## src/rtl/loader_pkg.sv

```systemverilog
// Shared types and image-format constants for the boot-time program loader.
package loader_pkg;

    typedef enum logic [2:0] {
        S_IDLE,
        S_LEN_HI,
        S_LEN_LO,
        S_DATA,
        S_WRITE,
        S_CSUM,
        S_DONE,
        S_ERR
    } state_t;

    localparam logic [7:0] MAGIC_DEFAULT  = 8'hA5;
    localparam int         BYTES_PER_WORD = 4;
    localparam int         LEN_BYTES      = 2;
    localparam int         HDR_BYTES      = 1 + LEN_BYTES;

    function automatic logic [7:0] csum_next(input logic [7:0] csum, input logic [7:0] data);
        return csum ^ data;
    endfunction

endpackage

```

## src/rtl/program_loader_byte_to_word.sv

```systemverilog
// Big-endian byte-to-word assembler: four shifted bytes form one 32-bit word.
module byte_to_word
    import loader_pkg::*;
(
    input  logic        clk,
    input  logic        rst,
    input  logic        clear,
    input  logic        shift_en,
    input  logic [7:0]  byte_in,
    output logic        word_full,
    output logic [31:0] word
);

    logic [1:0]  cnt_q, cnt_d;
    logic [31:0] word_q, word_d;

    always_comb begin
        cnt_d  = cnt_q;
        word_d = word_q;
        if (clear) begin
            cnt_d  = 2'd0;
            word_d = 32'd0;
        end else if (shift_en) begin
            cnt_d  = cnt_q + 2'd1;
            word_d = {word_q[23:0], byte_in};
        end
    end

    // Asserted alongside the byte that completes the word, so the caller can
    // branch on the same edge that latches it.
    assign word_full = shift_en && !clear && (cnt_q == 2'(BYTES_PER_WORD - 1));
    assign word      = word_q;

    always_ff @(posedge clk) begin
        if (rst) begin
            cnt_q  <= 2'd0;
            word_q <= 32'd0;
        end else begin
            cnt_q  <= cnt_d;
            word_q <= word_d;
        end
    end

endmodule

```

## src/rtl/program_loader.sv

```systemverilog
// Loads a length-prefixed, XOR-checksummed byte image into instruction memory
// and releases the core reset only once the image has been verified.
module program_loader
    import loader_pkg::*;
#(
    parameter int         ADDR_W = 8,
    parameter logic [7:0] MAGIC  = MAGIC_DEFAULT
) (
    input  logic        clk,
    input  logic        rst,
    input  logic        rx_valid,
    input  logic [7:0]  rx_data,
    output logic        rx_ready,
    input  logic        load_req,
    output logic        imem_we,
    output logic [31:0] imem_addr,
    output logic [31:0] imem_wdata,
    output logic        core_rst_n,
    output logic        busy,
    output logic        done,
    output logic        err
);

    localparam logic [16:0] MAX_WORDS = 17'(1) << ADDR_W;

    state_t            state_q, state_d;
    logic [15:0]       len_q, len_d;
    logic [ADDR_W:0]   word_idx_q, word_idx_d;
    logic [7:0]        csum_q, csum_d;
    logic [15:0]       len_full;
    logic              accept;
    logic              shift_clear;
    logic              shift_en;
    logic              word_full;
    logic [31:0]       word;

    assign accept = rx_valid && rx_ready;

    byte_to_word u_b2w (
        .clk      (clk),
        .rst      (rst),
        .clear    (shift_clear),
        .shift_en (shift_en),
        .byte_in  (rx_data),
        .word_full(word_full),
        .word     (word)
    );

    always_comb begin
        state_d     = state_q;
        len_d       = len_q;
        word_idx_d  = word_idx_q;
        csum_d      = csum_q;
        len_full    = {len_q[15:8], rx_data};
        shift_clear = (state_q == S_IDLE);
        shift_en    = accept && (state_q == S_DATA);

        case (state_q)
            S_IDLE: begin
                // Holding these cleared while idle covers every entry path.
                word_idx_d = '0;
                csum_d     = 8'd0;
                if (accept && rx_data == MAGIC) state_d = S_LEN_HI;
            end
            S_LEN_HI: begin
                if (accept) begin
                    len_d   = {rx_data, 8'h00};
                    state_d = S_LEN_LO;
                end
            end
            S_LEN_LO: begin
                if (accept) begin
                    len_d = len_full;
                    if ({1'b0, len_full} > MAX_WORDS) state_d = S_ERR;
                    else if (len_full == 16'd0)       state_d = S_CSUM;
                    else                              state_d = S_DATA;
                end
            end
            S_DATA: begin
                if (accept) begin
                    csum_d = csum_next(csum_q, rx_data);
                    if (word_full) state_d = S_WRITE;
                end
            end
            S_WRITE: begin
                word_idx_d = word_idx_q + (ADDR_W + 1)'(1);
                if (17'(word_idx_d) == {1'b0, len_q}) state_d = S_CSUM;
                else                                  state_d = S_DATA;
            end
            S_CSUM: begin
                if (accept) state_d = (rx_data == csum_q) ? S_DONE : S_ERR;
            end
            S_DONE, S_ERR: begin
                if (load_req) state_d = S_IDLE;
            end
            default: state_d = S_IDLE;
        endcase
    end

    always_ff @(posedge clk) begin
        if (rst) begin
            state_q    <= S_IDLE;
            len_q      <= 16'd0;
            word_idx_q <= '0;
            csum_q     <= 8'd0;
        end else begin
            state_q    <= state_d;
            len_q      <= len_d;
            word_idx_q <= word_idx_d;
            csum_q     <= csum_d;
        end
    end

    assign rx_ready   = (state_q inside {S_IDLE, S_LEN_HI, S_LEN_LO, S_DATA, S_CSUM});
    assign imem_we    = (state_q == S_WRITE);
    assign imem_addr  = 32'(word_idx_q) << 2;
    assign imem_wdata = word;
    assign core_rst_n = (state_q == S_DONE);
    assign done       = (state_q == S_DONE);
    assign err        = (state_q == S_ERR);
    assign busy       = !(state_q inside {S_IDLE, S_DONE, S_ERR});

endmodule
```

## config.mk

```make
export PLATFORM = sky130hd
export DESIGN_NAME = program_loader
export DESIGN_NICKNAME = d
export VERILOG_FILES = /design/src/rtl/loader_pkg.sv /design/src/rtl/program_loader_byte_to_word.sv /design/src/rtl/program_loader.sv
export SDC_FILE = /design/constraint.sdc
export NUM_CORES = 1
export LEC_CHECK = 0
export BUFFER_PORTS_ARGS = -buffer_cell sky130_fd_sc_hd__buf_4
export CAP_MARGIN = 10
export CORE_MARGIN = 5
export CORE_UTILIZATION = 50
export CTS_BUF_LIST = sky130_fd_sc_hd__clkbuf_8
export DETAILED_ROUTE_END_ITERATION = 8
export PLACE_DENSITY = 0.78
export REMOVE_ABC_BUFFERS = 1
export SETUP_SLACK_MARGIN = 0.3
export SLEW_MARGIN = 0
export SYNTH_ARGS = -nofsm -noshare
export SYNTH_HDL_FRONTEND = slang
export SYNTH_SLANG_ARGS = --single-unit
```

## constraint.sdc

```tcl
create_clock -name clk -period 1.6 [get_ports clk]
set_input_delay 0 -clock clk [delete_from_list [all_inputs] [get_ports clk]]
set_output_delay 0 -clock clk [all_outputs]
set_load 0.02 [all_outputs]
```

==> metrics.txt <==
# TYPE chip_impl_metric gauge
chip_impl_metric{name="placement.io_buffers",unit=""} 58
chip_impl_metric{name="h-tree-depth",unit=""} 3
chip_impl_metric{name="synth_top_area_share",unit="%"} 41.0
chip_impl_metric{name="cp_max_fo",unit=""} 3
chip_impl_metric{name="n_antenna_cell",unit=""} 0
chip_impl_metric{name="syn-instance-count",unit=""} 451
chip_impl_info{name="critPathKind",value="reg -> reg"} 1
chip_impl_metric{name="globalRouteTotalUtil",unit="%"} 21.8
chip_impl_metric{name="global_route_wire_length_before_repair",unit="mm"} 15.1
chip_impl_info{name="netlist_top_cells_area",value="sky130_fd_sc_hd__dfxtp_1 (41%), sky130_fd_sc_hd__nand2_1 (12%), sky130_fd_sc_hd__a21oi_1 (8.8%)"} 1
chip_impl_metric{name="ys_seq_elements",unit=""} 70
chip_impl_info{name="root_buffer",value="sky130_fd_sc_hd__clkbuf_8"} 1
chip_impl_metric{name="initial_core_utilization",unit="%"} 50.9
chip_impl_metric{name="min_period_over_period",unit="%"} 120
chip_impl_metric{name="postSynth.asyncResetShare",unit="%"} 0
chip_impl_metric{name="post_layout_nonfiller_instances",unit=""} 623
chip_impl_info{name="post-synth-top-area-cell",value="sky130_fd_sc_hd__dfxtp_1"} 1
chip_impl_metric{name="synth-compound-area-share",unit="%"} 17.0
chip_impl_metric{name="chipWidth",unit="microns"} 92.7
chip_impl_metric{name="cts.clk_slew.worst_paths",unit="ns"} 0.08
chip_impl_metric{name="routability_driven_placement_congestion_ratio",unit=""} 0.888
chip_impl_metric{name="timing_hold_violations_final",unit=""} 0
chip_impl_metric{name="worstPathArrival",unit="ns"} 2.15
chip_impl_metric{name="finalWorstSetupSlack",unit="ns"} -0.322
chip_impl_metric{name="required",unit="ns"} 1.83
chip_impl_metric{name="synth.avg_cell_area",unit="sq um"} 7.58
chip_impl_info{name="status",value="finished with violations"} 1
chip_impl_metric{name="post_synth_fa_ha_maj_area_fraction",unit="%"} 0.732
chip_impl_metric{name="yosys_warnings",unit=""} 0
chip_impl_info{name="worstSetupStartpointType",value="flip-flop"} 1
chip_impl_metric{name="detail_route.first_pass.iterations",unit=""} 5
chip_impl_metric{name="post_synth_num_cell_types",unit=""} 49
chip_impl_info{name="synth_top_family_by_area",value="simple AND/OR/NAND/NOR gates"} 1
chip_impl_metric{name="number_of_enable_flip_flop_cells_after_synthesis",unit=""} 0
chip_impl_metric{name="ant_nets",unit=""} 0
chip_impl_metric{name="drt_first_iter_violations",unit=""} 241
chip_impl_metric{name="final_layout_size_suffix_gt1_share",unit="%"} 28.4
chip_impl_metric{name="max_cap_viol_count",unit=""} 0
chip_impl_metric{name="floorplan.die_area",unit="sq um"} 8590
chip_impl_metric{name="ctsLongestPathBuffers",unit=""} 2
chip_impl_metric{name="cts.sinks",unit=""} 70
chip_impl_metric{name="first_global_vias",unit=""} 3211
chip_impl_metric{name="detailroute.via_count",unit=""} 3375
chip_impl_metric{name="yosys-mux-area-fraction",unit="%"} 0
chip_impl_metric{name="die-height",unit="microns"} 92.7
chip_impl_metric{name="area_growth_syn_to_layout",unit="%"} 31.1
chip_impl_metric{name="number_of_core_rows",unit=""} 30
chip_impl_info{name="grt_setup_unrepaired",value="true"} 1
chip_impl_metric{name="grt_start_max_net_pins",unit=""} 37
chip_impl_metric{name="core_area",unit="sq um"} 6720
chip_impl_metric{name="clock_buffers_created_by_tritoncts",unit=""} 9
chip_impl_metric{name="skew",unit="ns"} 0.00802
chip_impl_metric{name="worstSkewPairLatency",unit="ns"} 0.35
chip_impl_metric{name="dpl.hpwl",unit="mm"} 6.14
chip_impl_metric{name="power-per-cell-area",unit="nW/um^2"} 758
chip_impl_metric{name="antenna_violations_before_repair",unit=""} 0
chip_impl_metric{name="syn_area",unit="sq um"} 3420
chip_impl_metric{name="number_of_i_o_pins",unit=""} 82
chip_impl_metric{name="final.min_clock_period",unit="ns"} 1.92
chip_impl_metric{name="timing.final.setup_violations",unit=""} 3
chip_impl_metric{name="detail_route.drc_violations",unit=""} 0
chip_impl_metric{name="synthSimpleGateAreaFrac",unit="%"} 26.1
chip_impl_metric{name="wire_length_reported_by_the_detailed_router",unit="mm"} 9.42
chip_impl_info{name="tritoncts_clock_tree",value="yes"} 1
chip_impl_metric{name="gr-total-overflow",unit=""} 0
chip_impl_metric{name="slew_viol_final",unit=""} 0
chip_impl_metric{name="num-fill-cells",unit=""} 545
chip_impl_metric{name="static-leakage-power",unit="nW"} 1.78
chip_impl_info{name="hold_crit_class",value="in -> reg"} 1
chip_impl_info{name="violations",value="negative setup slack"} 1
chip_impl_metric{name="routed_wire_length_per_instance",unit="microns"} 15.1
chip_impl_metric{name="net_total_in_the_final_layout",unit=""} 552
chip_impl_metric{name="vias_per_cell",unit=""} 5.42
chip_impl_metric{name="vdd_ir_drop_max",unit="uV"} 583
chip_impl_metric{name="yosysSeqAreaShare",unit="%"} 41.0
chip_impl_info{name="crit_path_end_kind",value="flip-flop"} 1
chip_impl_info{name="yosys_most_used_dff",value="sky130_fd_sc_hd__dfxtp_1"} 1
chip_impl_metric{name="dp_cells",unit=""} 591
chip_impl_metric{name="synth-xor-area-share",unit="%"} 5.38
chip_impl_metric{name="fmax",unit="MHz"} 520
chip_impl_metric{name="final_core_utilization",unit="%"} 66.7
[kinds of logic (layout without fill, tap and decap cells)]
kind of cell | count (synthesis) | after routing
AO/OA/AOI/OAI | 101 | 101
XOR/XNOR | 21 | 21
adder cells (fa/ha/maj) | 2 | 2
buffers and inverters | 61 | 131
flip-flops | 70 | 70
other | 1 | 23
AND/OR/NAND/NOR | 195 | 195
[per-layer routing]
layer  routed length, microns  vias to the layer above  GRT usage (%)  share of wire (%)
li1                         -                     1643              -                  -
met4                      217                        0           10.4                2.3
met5                        0                        -              0                  0
met3                      646                       21           4.55                6.9
met1                     3920                     1588           26.6                 42
met2                     4640                      123           36.6                 49
[cell usage in the layout, fill, tap and decap left out, drive strengths merged, types with 6 or more instances in the layout]
cell type and instances:
a21oi 61, a22oi 8, buf 100, clkbuf 9, conb 23, dfxtp 70, dlygate4sd3 11, inv 6
nand2 106, nand3 6, nor2 37, nor3 14, o21ai 15, xnor2 18
[path summary, 6_finish.rpt]
check	startpoint	depth (start not counted)	slack, ns	endpoint
setup / recovery	len_q[12]$_SDFFE_PP0P_	6	-0.32	state_q[1]$_SDFFE_PP0P_
hold / removal	rx_data[0]	3	0.01	csum_q[0]$_SDFFE_PP0P_
setup reg to reg	len_q[12]$_SDFFE_PP0P_	6	-0.32	state_q[1]$_SDFFE_PP0P_
hold reg to reg	u_b2w.word[27]$_SDFFE_PP0P_	2	0.45	u_b2w.word[27]$_SDFFE_PP0P_
[synth_stat cells (all sizes together), types with 6 or more instances]
master,count
nor2,37
nand3,6
xnor2,18
o21ai,15
a22oi,8
dfxtp,70
nand2,106
clkbuf,24
a21oi,61
buf,33
nor3,14
[flip-flops by register name (all words and copies together), names as in the netlist]
signal / cells
csum_q: 8
len_q: 16
state_q: 3
u_b2w.cnt_q: 2
u_b2w.word: 32
word_idx_q: 9
[critical path: stages, from the launching register on]
cell and delay, ns:
sky130_fd_sc_hd__dfxtp_2 0.32, sky130_fd_sc_hd__or4_4 0.54, sky130_fd_sc_hd__nor4_4 0.26, sky130_fd_sc_hd__nor3b_2 0.23
sky130_fd_sc_hd__nor2_1 0.07, sky130_fd_sc_hd__o31ai_1 0.29, sky130_fd_sc_hd__a21oi_2 0.08
[where the power goes]
part	total (W)	switching [W]	leakage, nW	internal (W)
Clock	0.00143	0.000708	0.0960	0.000724
Sequential	0.00175	0.00000429	0.569	0.00174
Combinational	0.000217	0.000143	1.11	0.0000739
Total	0.00340	0.000856	1.78	0.00254
[final cells by class]
class / count / area, sq um / share of cell area [%]
Timing Repair Buffer: 111 / 905 / 20.2
Clock inverter: 7 / 72.6 / 1.62
Tap cell: 80 / 100 / 2.23
Inverter: 4 / 15.0 / 0.335
Clock buffer: 9 / 124 / 2.76
Sequential cell: 70 / 1420 / 31.6
Multi-Input combinational cell: 342 / 1850 / 41.3
[per-stage QoR]
stage / power, W / cell area, sq um / setup TNS, ns / setup WS, ns / hold WS (ns)
finish: 0.00340 / 4480 / -0.600 / -0.322 / 0.0115
global route: 0.00352 / 4480 / -2.16 / -0.393 / 0.0199
CTS: 0.00341 / 4440 / -0.398 / -0.209 / 0.000528
detailed placement: 0.00197 / 4020 / -0.408 / -0.221 / 0.306
global placement: 0.00196 / 4020 / -0.326 / -0.184 / 0.303
floorplan: 0.00188 / 3180 / -9.37 / -0.359 / 0.0691
[timing repair]
item                                   4_1_cts  5_1_grt
setup endpoints to repair                   74       75
hold buffers                                11        0
resized for setup                           26       10
buffers inserted                             4        1
endpoints found under the hold margin       17        0
pin swaps                                    6        4
gates cloned                                 0        0
(Power assumes the default switching activity.)
